$ cat config.mk
export PLATFORM = sky130hd
export DESIGN_NAME = ser_addr_seq
export DESIGN_NICKNAME = d
export VERILOG_FILES = /design/src/rtl/ser_bus_pkg.sv /design/src/rtl/ser_lane_capture.sv /design/src/rtl/ser_addr_seq.sv
export SDC_FILE = /design/constraint.sdc
export NUM_CORES = 1
export LEC_CHECK = 0
export BUFFER_PORTS_ARGS = -buffer_cell sky130_fd_sc_hd__buf_2
export CAP_MARGIN = 20
export CORE_MARGIN = 2
export CORE_UTILIZATION = 38
export CTS_CLUSTER_SIZE = 28
export DETAILED_ROUTE_END_ITERATION = 16
export GPL_ROUTABILITY_DRIVEN = 0
export PLACE_DENSITY = 0.66
export SKIP_LAST_GASP = 1
export SLEW_MARGIN = 10
export SYNTH_ARGS = -nofsm -noshare
export SYNTH_HDL_FRONTEND = slang
export SYNTH_SLANG_ARGS = --single-unit
$ cat constraint.sdc
create_clock -name clk -period 2.5 [get_ports clk]
set_clock_uncertainty 0.2 [all_clocks]
set_input_delay 0.25 -clock clk [delete_from_list [all_inputs] [get_ports clk]]
set_output_delay 0.25 -clock clk [all_outputs]
set_load 0.02 [all_outputs]
$ cat src/rtl/ser_bus_pkg.sv
// ============================================================================
//  ser_bus_pkg
//  Shared state encoding and default sizing for the serial address bus.
//  Revision: 1.0
// ============================================================================
`default_nettype none

package ser_bus_pkg;

    typedef enum logic [1:0] {
        IDLE  = 2'd0,
        LOAD  = 2'd1,
        SHIFT = 2'd2,
        DONE  = 2'd3
    } ser_state_e;

    localparam int SER_WIDTH    = 8;
    localparam int SER_DIV      = 1;
    localparam int SER_LOAD_CYC = 1;
    localparam int ADDR_W       = 2 * SER_WIDTH;

endpackage

`default_nettype wire

$ cat src/rtl/ser_lane_capture.sv
// ============================================================================
//  ser_lane_capture
//  MSB-first serial capture register for one shifter lane.
//  Revision: 1.0
// ============================================================================
`default_nettype none

module ser_lane_capture #(
    parameter int WIDTH = 8
) (
    input  logic             clk,
    input  logic             reset,
    input  logic             clear,
    input  logic             shift_en,
    input  logic             sdin,
    output logic [WIDTH-1:0] q
);

    logic [WIDTH-1:0] r_q;

    always_ff @(posedge clk or posedge reset) begin
        if (reset) begin
            r_q <= '0;
        end else if (clear) begin
            r_q <= '0;
        end else if (shift_en) begin
            r_q <= {r_q[WIDTH-2:0], sdin};
        end
    end

    assign q = r_q;

endmodule

`default_nettype wire

$ cat src/rtl/ser_addr_seq.sv
// ============================================================================
//  ser_addr_seq
//  Drives shld/serclk for two 74LS165-style shifters and reassembles the
//  16-bit address from the high and low serial lanes.
//  Revision: 1.0
// ============================================================================
`default_nettype none

module ser_addr_seq
    import ser_bus_pkg::*;
#(
    parameter int WIDTH    = SER_WIDTH,
    parameter int DIV      = SER_DIV,
    parameter int LOAD_CYC = SER_LOAD_CYC
) (
    input  logic               clk,
    input  logic               reset,
    input  logic               start,
    input  logic               sdin_hi,
    input  logic               sdin_lo,
    output logic               shld,
    output logic               serclk,
    output logic [2*WIDTH-1:0] address,
    output logic               valid,
    output logic               busy
);

    localparam int BIT_W = $clog2(WIDTH + 1);
    localparam int PH_W  = $clog2(DIV + 1);
    localparam int LD_W  = $clog2(LOAD_CYC + 1);

    // Reset asserts immediately but releases only on a clock edge.
    logic [1:0] r_rst_sync;
    logic       w_rst;

    always_ff @(posedge clk or posedge reset) begin
        if (reset) begin
            r_rst_sync <= 2'b11;
        end else begin
            r_rst_sync <= {r_rst_sync[0], 1'b0};
        end
    end

    assign w_rst = r_rst_sync[1];

    ser_state_e         r_state, w_state_nxt;
    logic               r_shld, w_shld_nxt;
    logic               r_serclk, w_serclk_nxt;
    logic [BIT_W-1:0]   r_bit, w_bit_nxt;
    logic [PH_W-1:0]    r_ph, w_ph_nxt;
    logic [LD_W-1:0]    r_ld, w_ld_nxt;
    logic [2*WIDTH-1:0] r_address;
    logic               r_valid;
    logic               w_shift_en;
    logic               w_clear;
    logic [WIDTH-1:0]   w_cap_hi;
    logic [WIDTH-1:0]   w_cap_lo;

    always_ff @(posedge clk or posedge w_rst) begin
        if (w_rst) begin
            r_state   <= IDLE;
            r_shld    <= 1'b1;
            r_serclk  <= 1'b0;
            r_bit     <= '0;
            r_ph      <= '0;
            r_ld      <= '0;
            r_address <= '0;
            r_valid   <= 1'b0;
        end else begin
            r_state  <= w_state_nxt;
            r_shld   <= w_shld_nxt;
            r_serclk <= w_serclk_nxt;
            r_bit    <= w_bit_nxt;
            r_ph     <= w_ph_nxt;
            r_ld     <= w_ld_nxt;
            r_valid  <= (r_state == DONE);
            if (r_state == DONE) begin
                r_address <= {w_cap_hi, w_cap_lo};
            end
        end
    end

    always_comb begin
        w_state_nxt  = r_state;
        w_shld_nxt   = 1'b1;
        w_serclk_nxt = 1'b0;
        w_bit_nxt    = r_bit;
        w_ph_nxt     = r_ph;
        w_ld_nxt     = r_ld;
        w_shift_en   = 1'b0;
        w_clear      = 1'b0;
        case (r_state)
            IDLE: begin
                if (start) begin
                    w_state_nxt = LOAD;
                    w_shld_nxt  = 1'b0;
                    w_ld_nxt    = '0;
                    w_clear     = 1'b1;
                end
            end
            LOAD: begin
                if (r_ld == LD_W'(LOAD_CYC - 1)) begin
                    w_state_nxt = SHIFT;
                    w_bit_nxt   = '0;
                    w_ph_nxt    = '0;
                end else begin
                    w_shld_nxt = 1'b0;
                    w_ld_nxt   = r_ld + LD_W'(1);
                end
            end
            SHIFT: begin
                w_serclk_nxt = r_serclk;
                if (r_ph == PH_W'(DIV - 1)) begin
                    w_ph_nxt = '0;
                    // Lanes sample on the rising edge we drive; the shifters
                    // only see it one edge later, so sdin is still stable.
                    if (!r_serclk) begin
                        w_serclk_nxt = 1'b1;
                        w_shift_en   = 1'b1;
                    end else begin
                        w_serclk_nxt = 1'b0;
                        w_bit_nxt    = r_bit + BIT_W'(1);
                        if (r_bit == BIT_W'(WIDTH - 1)) begin
                            w_state_nxt = DONE;
                        end
                    end
                end else begin
                    w_ph_nxt = r_ph + PH_W'(1);
                end
            end
            DONE: begin
                w_state_nxt = IDLE;
            end
            default: begin
                w_state_nxt = IDLE;
            end
        endcase
    end

    ser_lane_capture #(.WIDTH(WIDTH)) u_cap_hi (
        .clk      (clk),
        .reset    (w_rst),
        .clear    (w_clear),
        .shift_en (w_shift_en),
        .sdin     (sdin_hi),
        .q        (w_cap_hi)
    );

    ser_lane_capture #(.WIDTH(WIDTH)) u_cap_lo (
        .clk      (clk),
        .reset    (w_rst),
        .clear    (w_clear),
        .shift_en (w_shift_en),
        .sdin     (sdin_lo),
        .q        (w_cap_lo)
    );

    assign shld    = r_shld;
    assign serclk  = r_serclk;
    assign address = r_address;
    assign valid   = r_valid;
    assign busy    = (r_state != IDLE);

endmodule

`default_nettype wire
==> load_flow_metrics.sql <==
INSERT INTO impl_metrics (metric_group, metric, value, unit) VALUES
('status', 'status', 'finished clean', ''),
('setup_path', 'timing.rr.start', 'r_state[0]', ''),
('drt', 'detail_route.drc_violations', '0', ''),
('synth', 'yosysSeqAreaShare', '0.590', ''),
('sta', 'final.setup.tns', '0', 'ps'),
('floorplanning', 'placement_rows', '25', ''),
('synth', 'count_of_yosys_warnings_during_synthesis', '0', ''),
('clock_tree', 'cts_max_level', '2', ''),
('hold_path', 'worst_hold_path.endpoint', 'r_rst_sync[1]', ''),
('global_route', 'grt_usage', '0.125', ''),
('setup_path', 'cp.buffers_inverters', '2', ''),
('clock_tree', 'worst_skew_pair_latency', '280', 'ps'),
('synth', 'synth_xor_area_frac', '0.00479', ''),
('setup_path', 'worst_setup_path_start_kind', 'flop', ''),
('drt', 'drt-total-wl', '2.98', 'mm'),
('drt', 'vias', '1129', ''),
('clock_tree', 'post_cts_buffers', '0', ''),
('drt', 'drt-pass1-iter-count', '4', ''),
('synth', 'synth_adder_area_share', '0.0410', ''),
('hold_path', 'path_category_of_the_worst_min_delay_check', 'reg -> reg', ''),
('synth', 'compound_cell_area_share_of_the_yosys_netlist', '0.0971', ''),
('global_route', 'grt_start_max_net_pins', '37', ''),
('clock_tree', 'cts_tree', 'done', ''),
('clock_tree', 'numCtsBuffers', '5', ''),
('sta', 'timing.hold.ws', '160', 'ps'),
('synth', 'post_synthesis_simple_gate_area_fraction', '0.0985', ''),
('setup_path', 'reg2reg_to', 'r_bit[0]', ''),
('global_route', 'grt_pass1_wl', '5.25', 'mm'),
('setup_path', 'timing.reg2reg.worst_path_depth', '6', ''),
('global_route', 'grt.met3_usage', '0.0370', ''),
('placed_design', 'postPlaceCellArea', '1970', 'sq um'),
('setup_path', 'timing.critical_path.to_type', 'flop', ''),
('synth', 'post_synth.cell_area_avg', '12.3', 'sq um'),
('layout', 'num_antenna_cells', '0', ''),
('clock_tree', 'cts.sinks', '43', ''),
('layout', 'syn_to_final_growth', '14.3', '%'),
('synth', 'yosys-mux-area-fraction', '0.111', ''),
('clock_tree', 'cts_buffer_depth', '2', ''),
('synth', 'netlist.top_cell.by_area', 'dfrtp_1', ''),
('global_route', 'grt_most_used_layer', 'met2', ''),
('global_route', 'grt-ovfl-total', '0', ''),
('synth', 'post-synth-top-area-fraction', '0.547', ''),
('synth', 'synth_top_family_by_area', 'multiplexers', ''),
('power_and_ir_drop', 'power_density', '1150', 'nW/um^2'),
('setup_path', 'crit_slowest_cell', 'dfrtp_1', ''),
('synth', 'synthCells', '149', ''),
('flow_run', 'max_cap_violations', '0', ''),
('setup_path', 'start_point_of_the_critical_path', 'r_state[0]', ''),
('global_route', 'gr-usage-met2', '0.194', ''),
('sta', 'layout_min_cycle_time', '1800', 'ps'),
('setup_path', 'critical_path.most_common_cell', 'o21ai_0', ''),
('layout', 'finish.net_count', '190', ''),
('layout', 'multi_input_logic_area', '648', 'sq um'),
('setup_path', 'worst-endpoint-arrival', '1760', 'ps'),
('hold_path', 'hold-path-cell-count', '0', ''),
('floorplanning', 'ios', '25', ''),
('global_route', 'grtUsageMet1', '0.172', ''),
('sta', 'slew_viols_final', '0', ''),
('synth', 'ys_top_cells_by_area', 'dfrtp_1 (55%), mux2_2 (11%), nand2_1 (6.8%), a21oi_2 (4.8%), dfstp_2 (4.3%)', ''),
('placed_design', 'pre_cts_ws', '712', 'ps'),
('setup_path', 'regToRegSetupSlack', '700', 'ps'),
('hold_path', 'launch_instance_of_the_worst_min_delay_path', 'r_rst_sync[0]', ''),
('synth', 'synth.ff_latch_count', '43', ''),
('floorplanning', 'dieArea', '5380', 'sq um'),
('setup_path', 'criticalPathCategory', 'reg -> reg', ''),
('layout', 'layout.area.seq', '1080', 'sq um'),
('placed_design', 'buffer_ports.inserted', '24', ''),
('power_and_ir_drop', 'ir_worst_vdd', '0.000577', 'V'),
('setup_path', 'cp_cell_sequence', 'inv_1 -> ha_1 -> nand2b_4 -> inv_6 -> o21ai_0 -> o21ai_0', ''),
('sta', 'setup_ws', '702', 'ps'),
('sta', 'report.final.setup_viol', '0', '');
registers in the layout, indices dropped and copies added (netlist names):
signal / count
address: 16
serclk: 1
r_state: 2
shld: 1
u_cap_lo.q: 8
u_cap_hi.q: 8
r_bit: 4
r_rst_sync: 2
valid: 1
cell usage in the layout, fill, tap and decap left out, drive strengths merged, types with 2 or more instances in the layout:
cell          n
inv           6
nand2        33
a21oi        17
mux2         18
a22o          2
dfstp         3
ha            6
dlygate4sd3   4
clkbuf        6
buf          27
o21ai         4
dfrtp        40
nand2b        2
through the flow:
step / total power, uW / util / std cells
2_1_floorplan: 1840 / - / 149
3_3_place_gp: 1990 / 0.419 / 222
3_5_place_dp: 2020 / 0.419 / 222
4_1_cts: 2450 / 0.446 / 234
5_1_grt: 2590 / 0.446 / 234
6_report: 2410 / 0.446 / 234
kinds of logic after synthesis:
kind of cell    after synthesis
simple gates                 41
buf+inv                      14
xor+xnor                      1
flops                        43
compound gates               25
fa+ha+maj                     6
mux                          18
other cells                   1
per-layer routing:
metal	share of wire	wire length [um]
met2	0.44	1310
met4	0	0
met5	0	0
met3	0.035	105
met1	0.52	1560
timing repair:
| item | 4_1_cts | 5_1_grt |
|---|---|---|
| endpoints found under the hold margin | 8 | 0 |
| gates resized for setup | 0 | 0 |
| hold buffers | 4 | 0 |
area by class of cell:
cell class	count	share of cell area
multi-input combinational	92	0.310
tap	54	0.0323
timing repair buffer	31	0.0874
inverter	6	0.0132
clock inverter	2	0.00598
sequential	43	0.516
clock buffer	6	0.0347
Yosys cell counts, drive strengths merged:
master and n:
ha 6, buf 8, nand4b 1, mux2 18
o32a 1, and2 1, nor2b 1, dfstp 3
nor2 1, inv 6, nand3 1, nand2b 2
a21boi 1, a22o 2, dfrtp 40, conb 1
nand2 33, a21oi 17, nand4 1, o21ai 4
xnor2 1
how the worst max path moves through the flow:
stage          depth (start not counted)             to  slack, ps
3_5_place_dp                           6       r_bit[0]        710
6_report                               6       r_bit[0]        700
4_1_cts                                6  u_cap_hi.q[4]        700
5_1_grt                                6  u_cap_hi.q[5]        500
3_3_place_gp                           6  u_cap_hi.q[5]        800
2_1_floorplan                          5     r_state[1]        890
power breakdown:
group	switching (uW)	leakage (uW)	total, uW	internal [uW]
Clock	221	0.0000412	417	195
Sequential	144	0.000575	1060	918
Combinational	554	0.000409	930	376
worst reg2reg max path, stage by stage (launching register included):
cell and delay [ps]:
dfrtp_1 400, inv_1 100, ha_1 330, nand2b_4 250
inv_6 110, o21ai_0 170, o21ai_0 110
Note: power is estimated with default switching activity, not from simulation.
